<file path="src/rtl/cpu_pkg.sv">
// Shared CPU definitions: fetch FSM state encoding, the NOP word and the reset vector
// that the PC register and the fetch sequencer must agree on.
package cpu_pkg;

  localparam logic [31:0] RESET_VECTOR = 32'h8000_0000;
  localparam logic [31:0] NOP_INSTR    = 32'h0000_0013;

  typedef enum logic [2:0] {
    S_BOOT,
    S_FETCH,
    S_EXEC,
    S_BRANCH,
    S_HALT,
    S_FAULT
  } fetch_state_t;

endpackage

</file>
<file path="src/rtl/fetch_sequencer_if.sv">
// Bundle of the PC-control, instruction-fetch and execute-stage signals around the
// fetch sequencer; master is the sequencer side, slave is its environment.
interface fetch_sequencer_if;

  logic [31:0] pc_value;
  logic [31:0] pc_data;
  logic        pc_write_enable;
  logic        pc_write_add;
  logic        pc_count_enable;
  logic        mem_req;
  logic [31:0] mem_addr;
  logic        mem_ack;
  logic [31:0] mem_rdata;
  logic [31:0] instr;
  logic        instr_valid;
  logic        exec_done;
  logic        branch_taken;
  logic        branch_relative;
  logic [31:0] branch_target;
  logic        halt_req;
  logic        fetch_fault;

  modport master (
    input  pc_value, mem_ack, mem_rdata, exec_done, branch_taken,
           branch_relative, branch_target, halt_req,
    output pc_data, pc_write_enable, pc_write_add, pc_count_enable,
           mem_req, mem_addr, instr, instr_valid, fetch_fault
  );

  modport slave (
    output pc_value, mem_ack, mem_rdata, exec_done, branch_taken,
           branch_relative, branch_target, halt_req,
    input  pc_data, pc_write_enable, pc_write_add, pc_count_enable,
           mem_req, mem_addr, instr, instr_valid, fetch_fault
  );

endinterface

</file>
<file path="src/rtl/fetch_timeout_ctr.sv">
// Counts fetch-wait cycles; o_tc flags the last cycle the sequencer may wait for an ack.
module fetch_timeout_ctr #(
  parameter int LIMIT = 16,
  parameter int W     = 5
) (
  input  logic clk,
  input  logic reset,
  input  logic i_clear,
  input  logic i_inc,
  output logic o_tc
);

  logic [W-1:0] r_count;

  // NOTE: non-blocking assignments so every register updates together on the edge.
  always_ff @(posedge clk) begin
    if (reset || i_clear) begin
      r_count <= '0;
    end else if (i_inc && !o_tc) begin
      r_count <= r_count + W'(1);
    end
  end

  // Terminal count is the LIMIT-th waiting cycle: the next increment would reach LIMIT.
  assign o_tc = (r_count == W'(LIMIT - 1));

endmodule

</file>
<file path="src/rtl/fetch_sequencer.sv">
// Instruction-fetch sequencer: issues one fetch per instruction, latches it for decode
// and drives the PC count/load strobes after execute.
module fetch_sequencer #(
  parameter logic [31:0] RESET_VECTOR   = cpu_pkg::RESET_VECTOR,
  parameter int          TIMEOUT_CYCLES = 16,
  parameter int          TMO_W          = 5
) (
  input logic               clk,
  input logic               reset,
  fetch_sequencer_if.master bus
);

  import cpu_pkg::*;

  fetch_state_t r_state;
  fetch_state_t w_next;
  logic [31:0]  r_instr;
  logic [31:0]  r_br_target;
  logic         r_br_rel;
  logic         r_count_en;
  logic         r_fault;
  logic         w_tc;
  logic         w_fetch_ack;
  logic         w_take_branch;

  assign w_fetch_ack   = (r_state == S_FETCH) && bus.mem_ack;
  assign w_take_branch = (r_state == S_EXEC) && bus.exec_done && bus.branch_taken;

  fetch_timeout_ctr #(
    .LIMIT (TIMEOUT_CYCLES),
    .W     (TMO_W)
  ) u_tmo (
    .clk     (clk),
    .reset   (reset),
    .i_clear ((r_state != S_FETCH) || bus.mem_ack),
    .i_inc   (r_state == S_FETCH),
    .o_tc    (w_tc)
  );

  always_ff @(posedge clk) begin
    if (reset) begin
      r_state <= S_BOOT;
    end else begin
      r_state <= w_next;
    end
  end

  // NOTE: the default assignment first means no path through the case can infer a latch.
  always_comb begin
    w_next = r_state;
    case (r_state)
      S_BOOT:   w_next = S_FETCH;
      S_FETCH: begin
        if (bus.mem_ack)  w_next = S_EXEC;
        else if (w_tc)    w_next = S_FAULT;
      end
      S_EXEC: begin
        if (bus.exec_done) begin
          if (bus.branch_taken)  w_next = S_BRANCH;
          else if (bus.halt_req) w_next = S_HALT;
          else                   w_next = S_FETCH;
        end
      end
      S_BRANCH: w_next = bus.halt_req ? S_HALT : S_FETCH;
      S_HALT:   if (!bus.halt_req) w_next = S_FETCH;
      S_FAULT:  w_next = S_FAULT;
      default:  w_next = S_BOOT;
    endcase
  end

  // The count-up strobe is registered so it fires in the first EXEC cycle, never with a load.
  always_ff @(posedge clk) begin
    if (reset) begin
      r_instr     <= NOP_INSTR;
      r_count_en  <= 1'b0;
      r_fault     <= 1'b0;
      r_br_target <= '0;
      r_br_rel    <= 1'b0;
    end else begin
      r_count_en <= w_fetch_ack;
      if (w_fetch_ack) begin
        r_instr <= bus.mem_rdata;
      end
      if ((r_state == S_FETCH) && !bus.mem_ack && w_tc) begin
        r_fault <= 1'b1;
      end
      if (w_take_branch) begin
        r_br_target <= bus.branch_target;
        r_br_rel    <= bus.branch_relative;
      end
    end
  end

  assign bus.mem_req         = (r_state == S_FETCH);
  assign bus.mem_addr        = bus.pc_value;
  assign bus.instr           = r_instr;
  assign bus.instr_valid     = (r_state == S_EXEC);
  assign bus.pc_count_enable = r_count_en;
  assign bus.pc_write_enable = (r_state == S_BRANCH);
  assign bus.pc_write_add    = (r_state == S_BRANCH) && r_br_rel;
  assign bus.pc_data         = r_br_target;
  assign bus.fetch_fault     = r_fault;

  // The boot cycle exists so the PC settles at the reset vector before the first fetch.
  always_ff @(posedge clk) begin
    if (!reset && (r_state == S_BOOT)) begin
      boot_pc_at_vector: assert (bus.pc_value == RESET_VECTOR);
    end
  end

endmodule

</file>
<file path="src/flat_wrapper.sv">
// flat-port wrapper written by rule: the top's interface ports become plain ports
module fetch_sequencer_flat import cpu_pkg::*;
#(
  parameter logic [31:0] RESET_VECTOR   = cpu_pkg::RESET_VECTOR,
  parameter int          TIMEOUT_CYCLES = 16,
  parameter int          TMO_W          = 5
)
  (clk, reset, bus_pc_value, bus_mem_ack, bus_mem_rdata, bus_exec_done, bus_branch_taken, bus_branch_relative, bus_branch_target, bus_halt_req, bus_pc_data, bus_pc_write_enable, bus_pc_write_add, bus_pc_count_enable, bus_mem_req, bus_mem_addr, bus_instr, bus_instr_valid, bus_fetch_fault);
  fetch_sequencer_if bus_i ();
  input logic clk;
  input logic reset;
  input wire logic [$bits(bus_i.pc_value)-1:0] bus_pc_value;
  input wire logic [$bits(bus_i.mem_ack)-1:0] bus_mem_ack;
  input wire logic [$bits(bus_i.mem_rdata)-1:0] bus_mem_rdata;
  input wire logic [$bits(bus_i.exec_done)-1:0] bus_exec_done;
  input wire logic [$bits(bus_i.branch_taken)-1:0] bus_branch_taken;
  input wire logic [$bits(bus_i.branch_relative)-1:0] bus_branch_relative;
  input wire logic [$bits(bus_i.branch_target)-1:0] bus_branch_target;
  input wire logic [$bits(bus_i.halt_req)-1:0] bus_halt_req;
  output wire logic [$bits(bus_i.pc_data)-1:0] bus_pc_data;
  output wire logic [$bits(bus_i.pc_write_enable)-1:0] bus_pc_write_enable;
  output wire logic [$bits(bus_i.pc_write_add)-1:0] bus_pc_write_add;
  output wire logic [$bits(bus_i.pc_count_enable)-1:0] bus_pc_count_enable;
  output wire logic [$bits(bus_i.mem_req)-1:0] bus_mem_req;
  output wire logic [$bits(bus_i.mem_addr)-1:0] bus_mem_addr;
  output wire logic [$bits(bus_i.instr)-1:0] bus_instr;
  output wire logic [$bits(bus_i.instr_valid)-1:0] bus_instr_valid;
  output wire logic [$bits(bus_i.fetch_fault)-1:0] bus_fetch_fault;
  assign bus_i.pc_value = bus_pc_value;
  assign bus_i.mem_ack = bus_mem_ack;
  assign bus_i.mem_rdata = bus_mem_rdata;
  assign bus_i.exec_done = bus_exec_done;
  assign bus_i.branch_taken = bus_branch_taken;
  assign bus_i.branch_relative = bus_branch_relative;
  assign bus_i.branch_target = bus_branch_target;
  assign bus_i.halt_req = bus_halt_req;
  assign bus_pc_data = bus_i.pc_data;
  assign bus_pc_write_enable = bus_i.pc_write_enable;
  assign bus_pc_write_add = bus_i.pc_write_add;
  assign bus_pc_count_enable = bus_i.pc_count_enable;
  assign bus_mem_req = bus_i.mem_req;
  assign bus_mem_addr = bus_i.mem_addr;
  assign bus_instr = bus_i.instr;
  assign bus_instr_valid = bus_i.instr_valid;
  assign bus_fetch_fault = bus_i.fetch_fault;
  fetch_sequencer #(.RESET_VECTOR(RESET_VECTOR), .TIMEOUT_CYCLES(TIMEOUT_CYCLES), .TMO_W(TMO_W)) u_core (.clk(clk), .reset(reset), .bus(bus_i));
endmodule
</file>
<file path="config.mk">
export PLATFORM = sky130hd
export DESIGN_NAME = fetch_sequencer_flat
export DESIGN_NICKNAME = d
export VERILOG_FILES = /design/src/rtl/cpu_pkg.sv /design/src/rtl/fetch_sequencer_if.sv /design/src/rtl/fetch_timeout_ctr.sv /design/src/rtl/fetch_sequencer.sv /design/src/flat_wrapper.sv
export SDC_FILE = /design/constraint.sdc
export NUM_CORES = 1
export LEC_CHECK = 0
export BUFFER_PORTS_ARGS = -buffer_cell sky130_fd_sc_hd__buf_2
export CAP_MARGIN = 0
export CORE_UTILIZATION = 40
export CTS_BUF_LIST = sky130_fd_sc_hd__clkbuf_4
export DETAILED_ROUTE_END_ITERATION = 16
export PLACE_DENSITY = 0.83
export REMOVE_ABC_BUFFERS = 1
export SYNTH_ARGS = -nofsm -noshare
export SYNTH_HDL_FRONTEND = slang
export SYNTH_SLANG_ARGS = --single-unit
</file>
<file path="constraint.sdc">
create_clock -name clk -period 1.9 [get_ports clk]
set_input_delay 0 -clock clk [delete_from_list [all_inputs] [get_ports clk]]
set_output_delay 0 -clock clk [all_outputs]
set_load 0.05 [all_outputs]
</file>
==> out/metrics.cfg, run 1 <==
[timing]
slew_viol_final=0
worst_pin_slew_ns=0.458
period_needed_ns=1.81
hold_viol_final=0
hold_ws_ns=0.000385
clock_skew_ns=0.0133
finalSetupViolations=0
fmax_mhz=552
rsz0062_at_grt=false
fin_ws_ns=0.0886
timing.max_slew.rel_slack_pct=69.5
fin_crit_sh_pct=95.3

[yosys]
yosysMostFrequentCell=nand2_1
yosysSeqAreaShare_pct=49.1
synthDistinctLibCells=36
synth_top_cell_by_area=dfxtp_1
synth_ff_type=dfxtp_1
netlist_instances=382
ys_top_cells_by_area=dfxtp_1 (49%), nand2_1 (16%), a21oi_1 (10%)
postSynthAreaPerCell_um2=8.00
synth_top_area_share_pct=49.1
synth_edf_count=0
synth-seq-cells=75
synthesis.area_um2=3060
synth_commonest_cells=nand2_1 (133), dfxtp_1 (75), a21oi_1 (62)
synthArstFlopShare_pct=0
yosysWarnings=0

[floorplan]
die_width_um=89.4
die_h_um=89.4
fp-row-count=31
coreArea_um2=7330
start_util_pct=41.7
io_pins=205
fp.dieArea_um2=8000

[grt]
grt_first_pass_wirelength_um=14200
antenna_found_initial=0
grt_max_degree=47
grt_pass1_vias=2993
grt_overflow_total=0
track_usage_pct=24.4

[drt]
route.detailed.drc=0
dr_total_vias=3184
first_pass_iters=4
ant_nets=0
wirelength_um=10100
drtIter0Drc=119
via_per_inst=4.82
post_drt_wl_per_cell_um=15.3

[critical_path]
crit_family=flip-flops
path_max_fanout=13
critical-path-max-stage-delay_ns=0.61
start_kind=register
cp.arrival_ns=2.16
worstSetupEndpointType=register
slowest_stage=dfxtp_1
cp_num_buf_inv=1
worst-setup-path-type=register to register
cp.required_ns=2.24
path_cells=nand2b_1 -> a2bb2oi_1 -> o21ai_0 -> dlygate4sd3_1 -> nor2_1

[place]
preCtsSetupSlack_ns=0.00325
hpwlAfterDp_um=5740
port_buffers=140
gp_congestion=0.702

[layout]
num_antenna_cells=0
layout-drive-gt1-share_pct=30.8
area.growth.synth_to_final_pct=45.6
nNetsFinal=662
final_util_pct=60.7

[cts]
clk_latency_ns=0.39
clkTransAtPathRegs_ns=0.12
cts_max_level=3
cts_buffers=9
cts_sinks=75
clock_path_buffers=2
tritoncts=yes
root_buffer=clkbuf_4

[pwr]
power.density_nw_per_um2=760
p_leak_uw=0.00201
ir_worst_vdd_mv=0.373

[job]
maxCapViolCount=0

[min_path]
min_path_type=primary input to output pin

[outcome]
status=complete, no violations

power by group:
part / internal [uW] / switching (uW) / total (uW)
sequential: 1630 / 47.9 / 1680
clock: 408 / 574 / 982
combinational: 285 / 435 / 721
flip-flops by register name, indices dropped and copies added (netlist names):
name / count
u_core.bus.pc_data: 32
u_core.bus.fetch_fault: 1
u_core.bus.instr: 32
u_core.r_state: 3
u_core.bus.pc_count_enable: 1
u_core.r_br_rel: 1
u_core.u_tmo.r_count: 5
path summary, 6_finish.rpt:
check,start,end,slack (ns),cells past startpoint
setup / recovery,u_core.r_state[1]$_SDFFE_PP0P_,u_core.r_state[0]$_SDFFE_PP0P_,0.09,5
hold / removal,bus_pc_value[30],bus_mem_addr[30],0.0004,0
setup reg to reg,u_core.r_state[1]$_SDFFE_PP0P_,u_core.r_state[0]$_SDFFE_PP0P_,0.09,5
hold reg to reg,u_core.bus.pc_data[28]$_SDFFE_PP0P_,u_core.bus.pc_data[28]$_SDFFE_PP0P_,0.46,2
cell families after synthesis:
| family | count (synthesis) | share of synthesized area [%] |
|---|---|---|
| and+or+nand+nor | 166 | 23.1 |
| DFF | 75 | 49.1 |
| AOI/OAI and AO/OA | 74 | 12.8 |
| buffers and inverters | 61 | 12.9 |
| xor gates and xnor gates | 3 | 0.860 |
| adders and majority gates | 2 | 0.819 |
| muxes | 1 | 0.327 |
placed cells by master (no fill, tap or decap), types with 2 or more instances in the layout:
master and n:
nand3_1 4, inv_1 6, dlygate4sd3_1 70, and3_1 4
nor2b_1 2, buf_2 140, buf_12 2, buf_4 7
xor2_1 2, nand2_1 133, clkbuf_4 9, a21oi_1 62
a211oi_1 2, dfxtp_1 73, dfxtp_2 2, o21ai_0 4
clkinvlp_4 2, nor2_2 2, inv_6 2, nor2_1 10
through the flow:
stage               TNS (ns)  total power, uW  std cells  instance area [um^2]
floorplan             -0.374             2080        327                  2680
global placement           0             2280        573                  3590
detailed placement         0             2300        573                  3590
CTS                        0             3400        660                  4440
global route               0             3550        661                  4450
finish                     0             3380        661                  4450
area by class of cell:
type	count	area, um^2
Inverter	6	22.5
Fill cell	585	2880
Clock inverter	7	75.1
Timing Repair Buffer	219	1490
Sequential cell	75	1500
Tap cell	99	124
Clock buffer	9	67.6
Multi-Input combinational cell	246	1160
repair_timing:
| item | 4_1_cts | 5_1_grt |
|---|---|---|
| endpoints found under the hold margin | 73 | 0 |
| buffers inserted | 1 | 1 |
| pin swaps | 1 | 1 |
| hold buffers | 70 | 0 |
| gates resized for setup | 2 | 1 |
| setup endpoints to repair | 2 | 5 |
layer usage:
metal  wire length (um)  track usage (%)
met1               3840             23.4
met2               4880             42.5
met3               1300             15.5
met4                 55             7.79
met5                  0             3.25
worst register-to-register path, stage by stage, from the launching register on:
cell and delay (ns):
dfxtp_1 0.61, nand2b_1 0.27, a2bb2oi_1 0.16, o21ai_0 0.08, dlygate4sd3_1 0.56, nor2_1 0.08
Note: power is estimated with default switching activity, not from simulation.
==> run 2: changes to the inputs <==
SYNTH_HIERARCHICAL = 1   (was default)
==> out/metrics.cfg, run 2 <==
[pwr]
power.density_nw_per_um2=761
p_leak_uw=0.00197
ir_worst_vdd_mv=0.356

[yosys]
yosysMostFrequentCell=nand2_1
synth_edf_count=0
synth_compound_area_share_pct=13.3
synth-simple-area-share_pct=23.4
synthDistinctLibCells=34
postSynthAreaPerCell_um2=7.98
synth-adder-area-share_pct=0.823
synth_ff_type=dfxtp_1
synth-xor-area-share_pct=0.576
muxShareOfSynthArea_pct=0
yosysWarnings=6
synth_top_area_share_pct=49.4
synth-seq-cells=75
synth_commonest_cells=nand2_1 (136), dfxtp_1 (75), a21oi_1 (66)
netlist_instances=381
synthArstFlopShare_pct=0
ys_top_cells_by_area=dfxtp_1 (49%), nand2_1 (17%), a21oi_1 (11%)
synth_top_family_by_area=simple AND/OR/NAND/NOR gates
yosysSeqAreaShare_pct=49.4
synthesis.area_um2=3040
synth_top_cell_by_area=dfxtp_1

[drt]
ant_nets=0
drtIter0Drc=124
via_per_inst=4.90
post_drt_wl_per_cell_um=14.9
wirelength_um=9820
dr_total_vias=3219
first_pass_iters=4
route.detailed.drc=0

[floorplan]
start_util_pct=41.7
coreArea_um2=7290
fp.dieArea_um2=7960
fp-row-count=31
die_width_um=89.2
io_pins=205
die_h_um=89.2

[layout]
final_util_pct=60.6
layout-drive-gt1-share_pct=29.9
final_cell_mix=buf_2 (140), nand2_1 (136), dfxtp_1 (75)
layout_commonest_cell=buf_2
num_antenna_cells=0
nFillCells=615
area.growth.synth_to_final_pct=45.2
nNetsFinal=658
fin_area_um2=4420

[grt]
antenna_found_initial=0
grt_max_degree=46
grt_overflow_total=0
grt_pass1_vias=2931
grt_first_pass_wirelength_um=14000
track_usage_pct=23.8

[timing]
slew_viol_final=0
timing.max_slew.rel_slack_pct=71.1
fin_crit_sh_pct=90.9
fmax_mhz=579
period_needed_ns=1.73
finalSetupViolations=0
rsz0062_at_grt=false
hold_viol_final=0
hold_ws_ns=0.000344
clock_skew_ns=0.0133
fin_setup_tns_ns=0
worst_pin_slew_ns=0.433

[critical_path]
cp.arrival_ns=2.04
cp.required_ns=2.21
worstSetupEndpointType=register
worst-setup-path-type=register to register
start_kind=register
path_max_fanout=32

[cts]
cts_sinks=75
cts_buffers=9
tritoncts=yes
clk_latency_ns=0.40
clkTransAtPathRegs_ns=0.12
cts_max_level=3
root_buffer=clkbuf_4
clock_path_buffers=2

[place]
port_buffers=140
dpl_cell_area_um2=3560
gp_congestion=0.766
hpwlAfterDp_um=5830

[min_path]
min_path_type=primary input to output pin

[outcome]
status=complete, no violations

[job]
maxCapViolCount=0

==> run 2: repair_timing <==
action	in CTS	in global routing
resized for setup	0	0
hold buffers	71	0
endpoints found under the hold margin	69	0
buffers inserted	0	0
==> run 2: kinds of logic (layout without fill, tap and decap cells) <==
kind of cell | Yosys count | after routing
and+or+nand+nor | 166 | 166
AOI/OAI and AO/OA | 77 | 77
xor gates and xnor gates | 2 | 2
adders and majority gates | 2 | 2
DFF | 75 | 75
buffers and inverters | 59 | 236
==> run 2: cell type report <==
cell class | instances | area, um^2 | share of cell area [%]
clock inverter | 6 | 65.1 | 1.47
multi-input combinational | 247 | 1160 | 26.2
tap | 99 | 124 | 2.81
inverter | 3 | 11.3 | 0.255
sequential | 75 | 1500 | 34.0
clock buffer | 10 | 75.1 | 1.70
timing repair buffer | 217 | 1480 | 33.6
==> run 2: metal layers <==
metal	share of wire [%]	track usage (%)	up-vias
met4	1.2	8.08	0
met2	47	40.3	185
met5	0	3.25	-
li1	-	-	1546
met1	40	25.3	1475
met3	12	12.4	13
==> run 2: where the power goes <==
part	leakage, uW	internal (uW)	switching [uW]
combinational	0.00129	277	428
sequential	0.000608	1630	46.9
clock	0.0000768	419	553
total	0.00197	2330	1030
==> run 2: per-stage QoR <==
step	setup WS, ns	std cells	power [uW]
after detailed placement	0.242	570	2290
final	0.173	657	3360
after global routing	0.0477	657	3540
after global placement	0.293	570	2270
after floorplan	-0.549	325	2080
after CTS	0.178	657	3390
==> run 2: path summary, 6_finish.rpt <==
check,startpoint,endpoint,slack [ns],depth (start not counted)
worst max-delay path,u_core/r_state[0]$_SDFFE_PP0P_,u_core/bus.instr[24]$_SDFFE_PP0P_,0.17,5
worst min register to register,u_core/bus.pc_data[22]$_SDFFE_PP0P_,u_core/bus.pc_data[22]$_SDFFE_PP0P_,0.46,2
worst max register to register,u_core/r_state[0]$_SDFFE_PP0P_,u_core/bus.instr[24]$_SDFFE_PP0P_,0.17,5
worst min-delay path,bus_pc_value[30],bus_mem_addr[30],0.0003,0
==> run 2: worst max-delay path, stage by stage (launching register included) <==
cell and delay [ns]:
dfxtp_1 0.52, nor3b_4 0.43, and2_1 0.23, buf_12 0.19
nand2_1 0.09, a21oi_1 0.17
==> run 3: changes to the inputs <==
RECOVER_POWER = 100   (was default)
==> out/metrics.cfg, run 3 (synthesis gave the netlist of run 2 again) <==
[outcome]
status=complete, no violations

[drt]
drtIter0Drc=129
first_pass_iters=5
route.detailed.drc=0
dr_total_vias=3182
via_per_inst=4.84
wirelength_um=9850
ant_nets=0
post_drt_wl_per_cell_um=15.0

[cts]
clock_path_buffers=2
root_buffer=clkbuf_4
cts_max_level=3
clkTransAtPathRegs_ns=0.12
cts_resized=0
clk_latency_ns=0.39
cts_buffers=9
cts_sinks=75
tritoncts=yes

[place]
preCtsSetupSlack_ns=0.242
dpl_cell_area_um2=3560
hpwlAfterDp_um=5830
gp_congestion=0.766
port_buffers=140

[critical_path]
path_max_fanout=33
cp.arrival_ns=2.14
crit_path_end=u_core/bus.pc_data[7]$_SDFFE_PP0P_
cp.required_ns=2.21
reg2reg_from=u_core/r_state[1]$_SDFFE_PP0P_
reg2reg_slack_ns=0.07
start_kind=register
ff2ff_path_depth=5
crit_start=u_core/r_state[1]$_SDFFE_PP0P_
r2r_end=u_core/bus.pc_data[7]$_SDFFE_PP0P_
worst-setup-path-type=register to register
worstSetupEndpointType=register

[timing]
timing.max_slew.rel_slack_pct=57.8
slew_viol_final=0
clock_skew_ns=0.0114
fin_crit_sh_pct=96.2
fin_ws_ns=0.0728
rsz0062_at_grt=false
worst_pin_slew_ns=0.636
period_needed_ns=1.83
fmax_mhz=547
finalSetupViolations=0
hold_viol_final=0

[floorplan]
coreArea_um2=7290
io_pins=205
die_h_um=89.2
fp-row-count=31
start_util_pct=41.7
fp.dieArea_um2=7960
die_width_um=89.2

[grt]
grt_first_pass_wirelength_um=14000
grt_overflow_total=0
antenna_found_initial=0
grt_max_degree=46
grt_pass1_vias=2931
track_usage_pct=23.8

[layout]
area.growth.synth_to_final_pct=42.0
ff_latch_area_um2=1500
final_cell_mix=nand2_1 (136), dfxtp_1 (75), dlygate4sd3_1 (71), buf_2 (71), clkbuf_1 (67)
num_antenna_cells=0
nFillCells=642
nNetsFinal=658
layout-drive-gt1-share_pct=17.6
fin_area_um2=4320
layout_commonest_cell=nand2_1
multi_input_area_um2=1140

[pwr]
power.density_nw_per_um2=772
ir_worst_vdd_mv=0.352
p_leak_uw=0.00169

[min_path]
min_path_type=primary input to output pin

[job]
maxCapViolCount=0

[run 3: cell type report]
| type | instances | area share (%) |
|---|---|---|
| Inverter | 3 | 0.261 |
| Multi-Input combinational cell | 247 | 26.5 |
| Timing Repair Buffer | 217 | 32.4 |
| Sequential cell | 75 | 34.8 |
| Clock inverter | 6 | 1.51 |
| Tap cell | 99 | 2.87 |
| Clock buffer | 10 | 1.74 |
[run 3: through the flow]
step                      utilization (%)  std cells  hold WS (ns)  total power, uW  setup TNS, ns
after floorplan                         -        325             0             2080         -25.99
after global placement               48.9        570      0.000370             2270              0
after detailed placement             48.9        570      0.000370             2290              0
after CTS                            60.6        657      0.000370             3390              0
after global routing                 59.2        657      0.000293             3520              0
final                                59.2        657      0.000344             3340              0
[run 3: critical path, cell delays in order, from the launching register on]
cell and delay (ns):
dfxtp_1 0.58, nor3b_1 0.43, and3_1 0.28, buf_12 0.19
nand2_1 0.09, a21oi_1 0.16
[run 3: what timing repair did]
action	in CTS	in global routing
buffers inserted	0	0
hold buffers	71	0
endpoints found under the setup margin	0	0
hold endpoints to repair	69	0
[run 3: worst min path at each step]
stage	slack, ns	to	cells after the start	startpoint
finish	0.0003	bus_mem_addr[30]	0	bus_pc_value[30]
CTS	0.0004	bus_mem_addr[29]	0	bus_pc_value[29]
detailed placement	0.0004	bus_mem_addr[29]	0	bus_pc_value[29]
floorplan	0	bus_mem_addr[0]	0	bus_pc_value[0]
global placement	0.0004	bus_mem_addr[29]	0	bus_pc_value[29]
global route	0.0003	bus_mem_addr[29]	0	bus_pc_value[29]
[run 3: where the power goes]
part | internal, uW | switching (uW) | total [uW]
clock network | 419 | 549 | 968
registers | 1630 | 47.9 | 1680
logic | 258 | 427 | 685
[run 3: routing by layer]
| metal | track usage (%) | vias up | share of wire [%] |
|---|---|---|---|
| met5 | 3.25 | - | 0 |
| met4 | 8.08 | 0 | 1.0 |
| met3 | 12.4 | 13 | 13 |
| met2 | 40.3 | 181 | 47 |
| met1 | 25.3 | 1444 | 39 |
| li1 | - | 1544 | - |
